[src/rtl/square_pkg.sv]
// Shared definitions for the fixed-point arithmetic blocks (square, sqrt).
// Latency: n/a (types and constants only).
// Backpressure: n/a.
package square_pkg;

    // Sequencing states of the iterative arithmetic blocks.
    typedef enum logic [1:0] {
        IDLE = 2'd0,
        BUSY = 2'd1,
        DONE = 2'd2
    } state_t;

    // Default operand width and number of fraction bits in the operand.
    localparam int DEF_NBITS          = 8;
    localparam int DEF_HALF_PRECISION = 5;

endpackage

[src/rtl/square.sv]
// Unsigned fixed-point squarer, shift-and-add, one multiplier bit per cycle.
// Latency: oValid rises NBITS+1 rising edges after the accepting edge, independent of data.
// Backpressure: one operation in flight; iReady low until the result is taken with oReady.
module square
    import square_pkg::*;
#(
    parameter int NBITS          = DEF_NBITS,
    parameter int HALF_PRECISION = DEF_HALF_PRECISION
) (
    input  logic               clock,
    input  logic               reset,
    input  logic [NBITS-1:0]   A,
    input  logic               iValid,
    output logic               iReady,
    output logic [2*NBITS-1:0] result,
    output logic               oValid,
    input  logic               oReady
);

    localparam int CW = $clog2(NBITS + 1);

    // The result carries 2*HALF_PRECISION fraction bits, which only makes
    // sense if the operand actually has that many fraction bits.
    if (HALF_PRECISION > NBITS) begin : g_bad_precision
        $error("square: HALF_PRECISION exceeds NBITS");
    end

    state_t               state;
    state_t               state_nxt;
    logic [2*NBITS-1:0]   mcand;
    logic [2*NBITS-1:0]   acc;
    logic [NBITS-1:0]     mplier;
    logic [CW-1:0]        cnt;
    logic                 accept;
    logic                 finish;

    // State register; reset always returns to IDLE, aborting any operation.
    always_ff @(posedge clock or posedge reset) begin
        if (reset) begin
            state <= IDLE;
        end else begin
            state <= state_nxt;
        end
    end

    // Next state and handshake outputs. BUSY spends NBITS cycles shifting and
    // one more cycle with the counter at zero, where the accumulator is
    // transferred to result. DONE returns to IDLE on the handshake edge, so a
    // new operand can only be taken the cycle after.
    always_comb begin
        state_nxt = state;
        iReady    = 1'b0;
        oValid    = 1'b0;
        accept    = 1'b0;
        finish    = 1'b0;
        case (state)
            IDLE: begin
                iReady = ~reset;
                if (iValid) begin
                    accept    = 1'b1;
                    state_nxt = BUSY;
                end
            end
            BUSY: begin
                if (cnt == '0) begin
                    finish    = 1'b1;
                    state_nxt = DONE;
                end
            end
            DONE: begin
                oValid = 1'b1;
                if (oReady) begin
                    state_nxt = IDLE;
                end
            end
            default: begin
                state_nxt = IDLE;
            end
        endcase
    end

    // Datapath: capture A once at acceptance, then add the shifted multiplicand
    // for each set multiplier bit, LSB first. result only changes on completion.
    always_ff @(posedge clock or posedge reset) begin
        if (reset) begin
            mcand  <= '0;
            mplier <= '0;
            acc    <= '0;
            cnt    <= '0;
            result <= '0;
        end else begin
            if (accept) begin
                mcand  <= {{NBITS{1'b0}}, A};
                mplier <= A;
                acc    <= '0;
                cnt    <= CW'(NBITS);
            end else if (state == BUSY && cnt != '0) begin
                if (mplier[0]) begin
                    acc <= acc + mcand;
                end
                mcand  <= mcand << 1;
                mplier <= mplier >> 1;
                cnt    <= cnt - CW'(1);
            end
            if (finish) begin
                result <= acc;
            end
        end
    end

endmodule

[config.mk]
export PLATFORM = sky130hd
export DESIGN_NAME = square
export DESIGN_NICKNAME = d
export VERILOG_FILES = /design/src/rtl/square_pkg.sv /design/src/rtl/square.sv
export SDC_FILE = /design/constraint.sdc
export NUM_CORES = 1
export LEC_CHECK = 0
export CORE_UTILIZATION = 35
export CTS_BUF_LIST = sky130_fd_sc_hd__clkbuf_8
export CTS_CLUSTER_SIZE = 10
export DETAILED_ROUTE_END_ITERATION = 7
export REMOVE_ABC_BUFFERS = 1
export SLEW_MARGIN = 20
export SYNTH_ARGS = -nofsm -noshare
export SYNTH_HDL_FRONTEND = slang
export SYNTH_SLANG_ARGS = --single-unit
[constraint.sdc]
create_clock -name clock -period 3.15 [get_ports clock]
set_clock_uncertainty 0.2 [all_clocks]
set_input_delay 0.7875 -clock clock [delete_from_list [all_inputs] [get_ports clock]]
set_output_delay 0.7875 -clock clock [all_outputs]
set_load 0.005 [all_outputs]
==> results of run 1 <==
-- per-layer routing --
layer	share of wire	routed length [um]	GRT usage	vias to the layer above
li1	-	-	-	1249
met5	0	0	0	-
met2	0.44	3000	0.233	43
met3	0.033	225	0.0270	8
met4	0.015	104	0.0689	0
met1	0.51	3460	0.217	1177
-- power breakdown --
part	internal, mW	total, mW	leakage [nW]	switching (mW)
registers	1.15	1.42	0.795	0.269
clock network	0.449	0.754	0.113	0.305
logic	0.943	2.03	0.843	1.09
-- cells in the mapped netlist (all sizes together) --
cell type / n
mux2i: 3
dfrtp: 62
o31ai: 4
nor2b: 1
a22o: 1
nand2b: 1
and2: 2
a21oi: 17
nor3: 2
a2111oi: 1
o21ba: 1
or3b: 2
o211ai: 2
o21a: 3
xor2: 7
o21ai: 27
or3: 1
nand3: 20
nand2: 58
nand4: 3
nor4: 4
nor2: 19
clkbuf: 17
o31a: 1
buf: 5
inv: 8
ha: 16
xnor2: 6
fa: 1
mux2: 16
o21bai: 4
a221oi: 1
a21o: 4
a211oi: 6
a31oi: 12
or2: 1
-- cell families after synthesis --
family / count (synthesis)
simple gates: 114
fa+ha+maj: 17
xor+xnor: 13
mux: 19
compound gates: 84
flops: 62
buf+inv: 30
-- path summary, 6_finish.rpt --
path	start	to	slack (ps)	cells past startpoint
max	reset	iReady	260	3
min	acc[15]	acc[15]	280	1
max reg2reg	mcand[0]	acc[8]	530	8
min reg2reg	acc[15]	acc[15]	280	1
max in group asynchronous	reset	acc[3]	1440	3
min in group asynchronous	reset	acc[13]	630	2
-- cell type report --
cell class / count / area (um2)
fillers: 882 / 5020
multi-input cells: 247 / 1600
flip-flops and latches: 62 / 1550
repair buffers: 35 / 335
clock buffers: 13 / 179
well taps: 108 / 135
clock inverters: 3 / 41.3
inverters: 8 / 30.0
-- through the flow --
| stage | instances | utilization |
|---|---|---|
| 2_1_floorplan | 317 | - |
| 3_3_place_gp | 460 | 0.410 |
| 3_5_place_dp | 460 | 0.410 |
| 4_1_cts | 476 | 0.435 |
| 5_1_grt | 476 | 0.435 |
| 6_report | 476 | 0.435 |
-- registers in the layout, summed over array words and instances (netlist names) --
| signal | flops |
|---|---|
| mplier | 8 |
| acc | 16 |
| mcand | 16 |
| cnt | 4 |
| result | 16 |
| state | 2 |
==> results.txt, run 1 <==
DP HPWL - 4.82 mm
DRT antenna net count - 0
Worst-path clk slew - 70 ps
Setup ws final - 264 ps
Synth Area in Adders - 0.0670
Post CTS Setup Buffer Count - 0
CP Cell Sequence - clkdlybuf4s50_1, nor3_1, clkdlybuf4s50_1
CP most frequent cell - clkdlybuf4s50_1
Largest net degree at the start of global routing - 39
Post-Place Setup Slack - 249 ps
Vias - 2,477
Aggregate global-route resource usage - 0.154
Period minus WS final - 2890 ps
Routed WL - 6.79 mm
CTS root buf - clkbuf_8
Post-Syn Area per Cell - 9.70 um2
CP delay by family, top - buffers and inverters
Worst-path maximum fanout - 2
Most frequent cells in the layout - dfrtp_1 (62), nand2_1 (58), clkdlybuf4s50_1 (29)
P_leak - 1.75 nW
Post-synthesis compound-gate area fraction - 0.157
Vias in the first global route - 2,401
# setup viols final - 0
Critical Path Max Stage Delay - 530 ps
# DRC - 0
H-tree level count - 3
Startpoint type of the worst setup path - input port
Die ar. - 0.00978 mm2
Pwr dens - 1090 mW/mm2
Slowest CP cell - clkdlybuf4s50_1
Fmax - 347 MHz
#FFs+latches synth - 62
Slew HR - 0.366
Setup TNS - 0 ps
GRT overflow - 0
Seq/Total Area, Yosys - 0.472
Outcome - completed
Clk sinks - 62
Final period util - 0.916
Post-route cell area - 0.00387 mm2
Yosys warns - 0
CP endpoint kind - output port
TritonCTS clock tree - built
Post-synth top area cell - dfrtp_1
Chip Height - 98.9 um
Initial DRC count - 79
Routability congestion estimate - 0.845
Worst-Skew Late Latency - 340 ps
# IOs - 30
Maximum VDD drop - 0.378 mV
Area delta synth->final - 17.7%
Post-CTS sizing - 0
Syn Std Cell Area - 0.00329 mm2
Synth Area in XOR/XNOR - 0.0346
Crit path buf inv count - 2
CP Class - input port to output port
Unrepaired setup endpoints after global routing - false
Req. time, crit path - 2160 ps
WHS - 279 ps
Main combinational cell family by area after synthesis - compound AO/OA/AOI/OAI gates
Core Area - 0.00889 mm2
Initial Utilization - 0.370
Pwr Total - 4.21 mW
Post-DR wirelength/cell - 14.3 um
Slew Limit Fails - 0
Initial antenna violation count - 0
Largest cells by area after synthesis - dfrtp_1 (47%), nand2_1 (6.6%), ha_1 (6.1%), mux2_4 (4.1%), o21ai_0 (4.1%)
Top-area cell type share of the netlist area - 0.472
Area after DPL - 0.00365 mm2
Simple-Gate Fraction of Synth Area - 0.153
Worst Path Arrival - 1900 ps
Die width - 98.9 um
Final Hold Fails - 0
Mux share of post-synthesis cell area - 0.0742
1st-pass router iterations - 4
IO buf count - 29
NumNets Final - 392
Hold crit path type - register to register
Cells after Synth - 339
Inserted Clock Buffers - 9
Distinct cell type count after synthesis - 44
# diodes - 0
Vias per std cell - 5.20
Max clock buf depth - 2
Layout cell share with drive strength beyond 1 - 0.117
Hold-fix buffers, CTS - 0
Global-route wire length before repair - 11.8 mm
Rows - 34
Most common cell after layout, fill and taps aside - dfrtp_1
Total of max-cap violations - 0
Worst slew pin tran - 951 ps
No activity file was read; power rests on OpenSTA's default activity.
==> run 2, diff against run 1 <==
GPL_TIMING_DRIVEN = 0   (was unset)
==> run 2 against run 1 <==
- cell count is 1.1% lower
- die area stayed put
- hold slack better by 18 ps
- clock power is 0.9% higher
- sequential share of layout area is 0.22 points higher
- critical endpoint unchanged
- maximum frequency is 0.93% lower
- sequential power hardly changed
- routed wire length is 0.65% lower
- count of clock-buffer cells in the layout is 4 lower
- sequential cell count stayed put
- global-route usage is 0.14 points lower
- utilization is 0.24 points lower
==> results.txt, run 2 (synthesis results as in run 1) <==
Post CTS Setup Buffer Count - 0
Startpoint type of the worst setup path - input port
CP Cell Sequence - clkdlybuf4s50_1, nor3_1, clkdlybuf4s50_1
Largest net degree at the start of global routing - 43
Core Area - 0.00889 mm2
Period minus WS final - 2910 ps
Vias - 2,478
Fmax - 343 MHz
Req. time, crit path - 2160 ps
WHS - 297 ps
Setup TNS - 0 ps
DP HPWL - 4.56 mm
Final Instance Count excl. Fillers - 471
Slew Limit Fails - 0
Rows - 34
Slew HR - 0.344
Hold-fix buffers, CTS - 0
Area delta synth->final - 17.1%
Total of max-cap violations - 0
Worst-path maximum fanout - 2
Top Registers - acc: 16 flops, mcand: 16 flops, result: 16 flops
Post-DR wirelength/cell - 14.3 um
Initial antenna violation count - 0
Initial Utilization - 0.370
Aggregate global-route resource usage - 0.153
Layout cell share with drive strength beyond 1 - 0.110
H-tree level count - 3
Final core utilization - 0.433
Post-Place Setup Slack - 59.1 ps
Pwr dens - 1090 mW/mm2
DRT antenna net count - 0
# setup viols final - 0
Final Hold Fails - 0
Critical Path Max Stage Delay - 530 ps
Slowest CP cell - clkdlybuf4s50_1
Initial DRC count - 91
CP most frequent cell - clkdlybuf4s50_1
IO buf count - 29
Clk sinks - 62
Cells after DPL - 455
Max clock buf depth - 2
Hold crit path type - register to register
CTS root buf - clkbuf_8
Setup ws final - 237 ps
Most frequent cells in the layout - dfrtp_1 (62), nand2_1 (57), clkdlybuf4s50_1 (29)
Routed WL - 6.74 mm
Chip Height - 98.9 um
Post-CTS sizing - 0
Worst-Skew Late Latency - 350 ps
NumNets Final - 387
P_leak - 1.73 nW
Unrepaired setup endpoints after global routing - false
Inserted Clock Buffers - 9
Die width - 98.9 um
Most common cell after layout, fill and taps aside - dfrtp_1
# diodes - 0
Outcome - completed
Maximum VDD drop - 0.526 mV
Crit path buf inv count - 2
Worst Path Arrival - 1930 ps
TritonCTS clock tree - built
GRT overflow - 0
# DRC - 0
Final period util - 0.925
1st-pass router iterations - 4
Worst-path clk slew - 70 ps
Global-route wire length before repair - 11.6 mm
CP endpoint kind - output port
# IOs - 30
CP Class - input port to output port
Vias per std cell - 5.26
CP delay by family, top - buffers and inverters
Vias in the first global route - 2,401
Worst slew pin tran - 984 ps
Die ar. - 0.00978 mm2
Routability congestion estimate - 0.857
run 2: path summary, 6_finish.rpt:
kind	end	startpoint	depth (start not counted)	slack, ps
worst max register to register	acc[12]	mcand[0]	8	320
min in group asynchronous	state[0]	reset	2	570
worst max-delay path	iReady	reset	3	240
worst min-delay path	acc[15]	acc[15]	1	300
max in group asynchronous	acc[8]	reset	3	1660
worst min register to register	acc[15]	acc[15]	1	300
run 2: power by group:
part	internal (mW)	switching (mW)	leakage [nW]
Sequential	1.15	0.266	0.795
Clock	0.441	0.320	0.110
Combinational	0.915	1.08	0.828
Total	2.51	1.67	1.73
run 2: per-layer routing:
layer,global-route usage,wire length (um)
met3,0.0411,222
met5,0,0
met1,0.200,3340
met2,0.243,3070
met4,0.0574,108
run 2: cell type report:
cell class              count  area, um2
multi-input cells         247       1600
fillers                   864       5040
clock buffers               9        124
well taps                 108        135
flip-flops and latches     62       1550
repair buffers             30        310
clock inverters             7       90.1
inverters                   8       32.5
run 2: stage by stage:
stage | power [mW] | instance area [um2]
floorplan | 2.83 | 3180
global placement | 3.38 | 3600
detailed placement | 3.43 | 3630
CTS | 4.21 | 3840
global route | 4.56 | 3850
finish | 4.18 | 3850
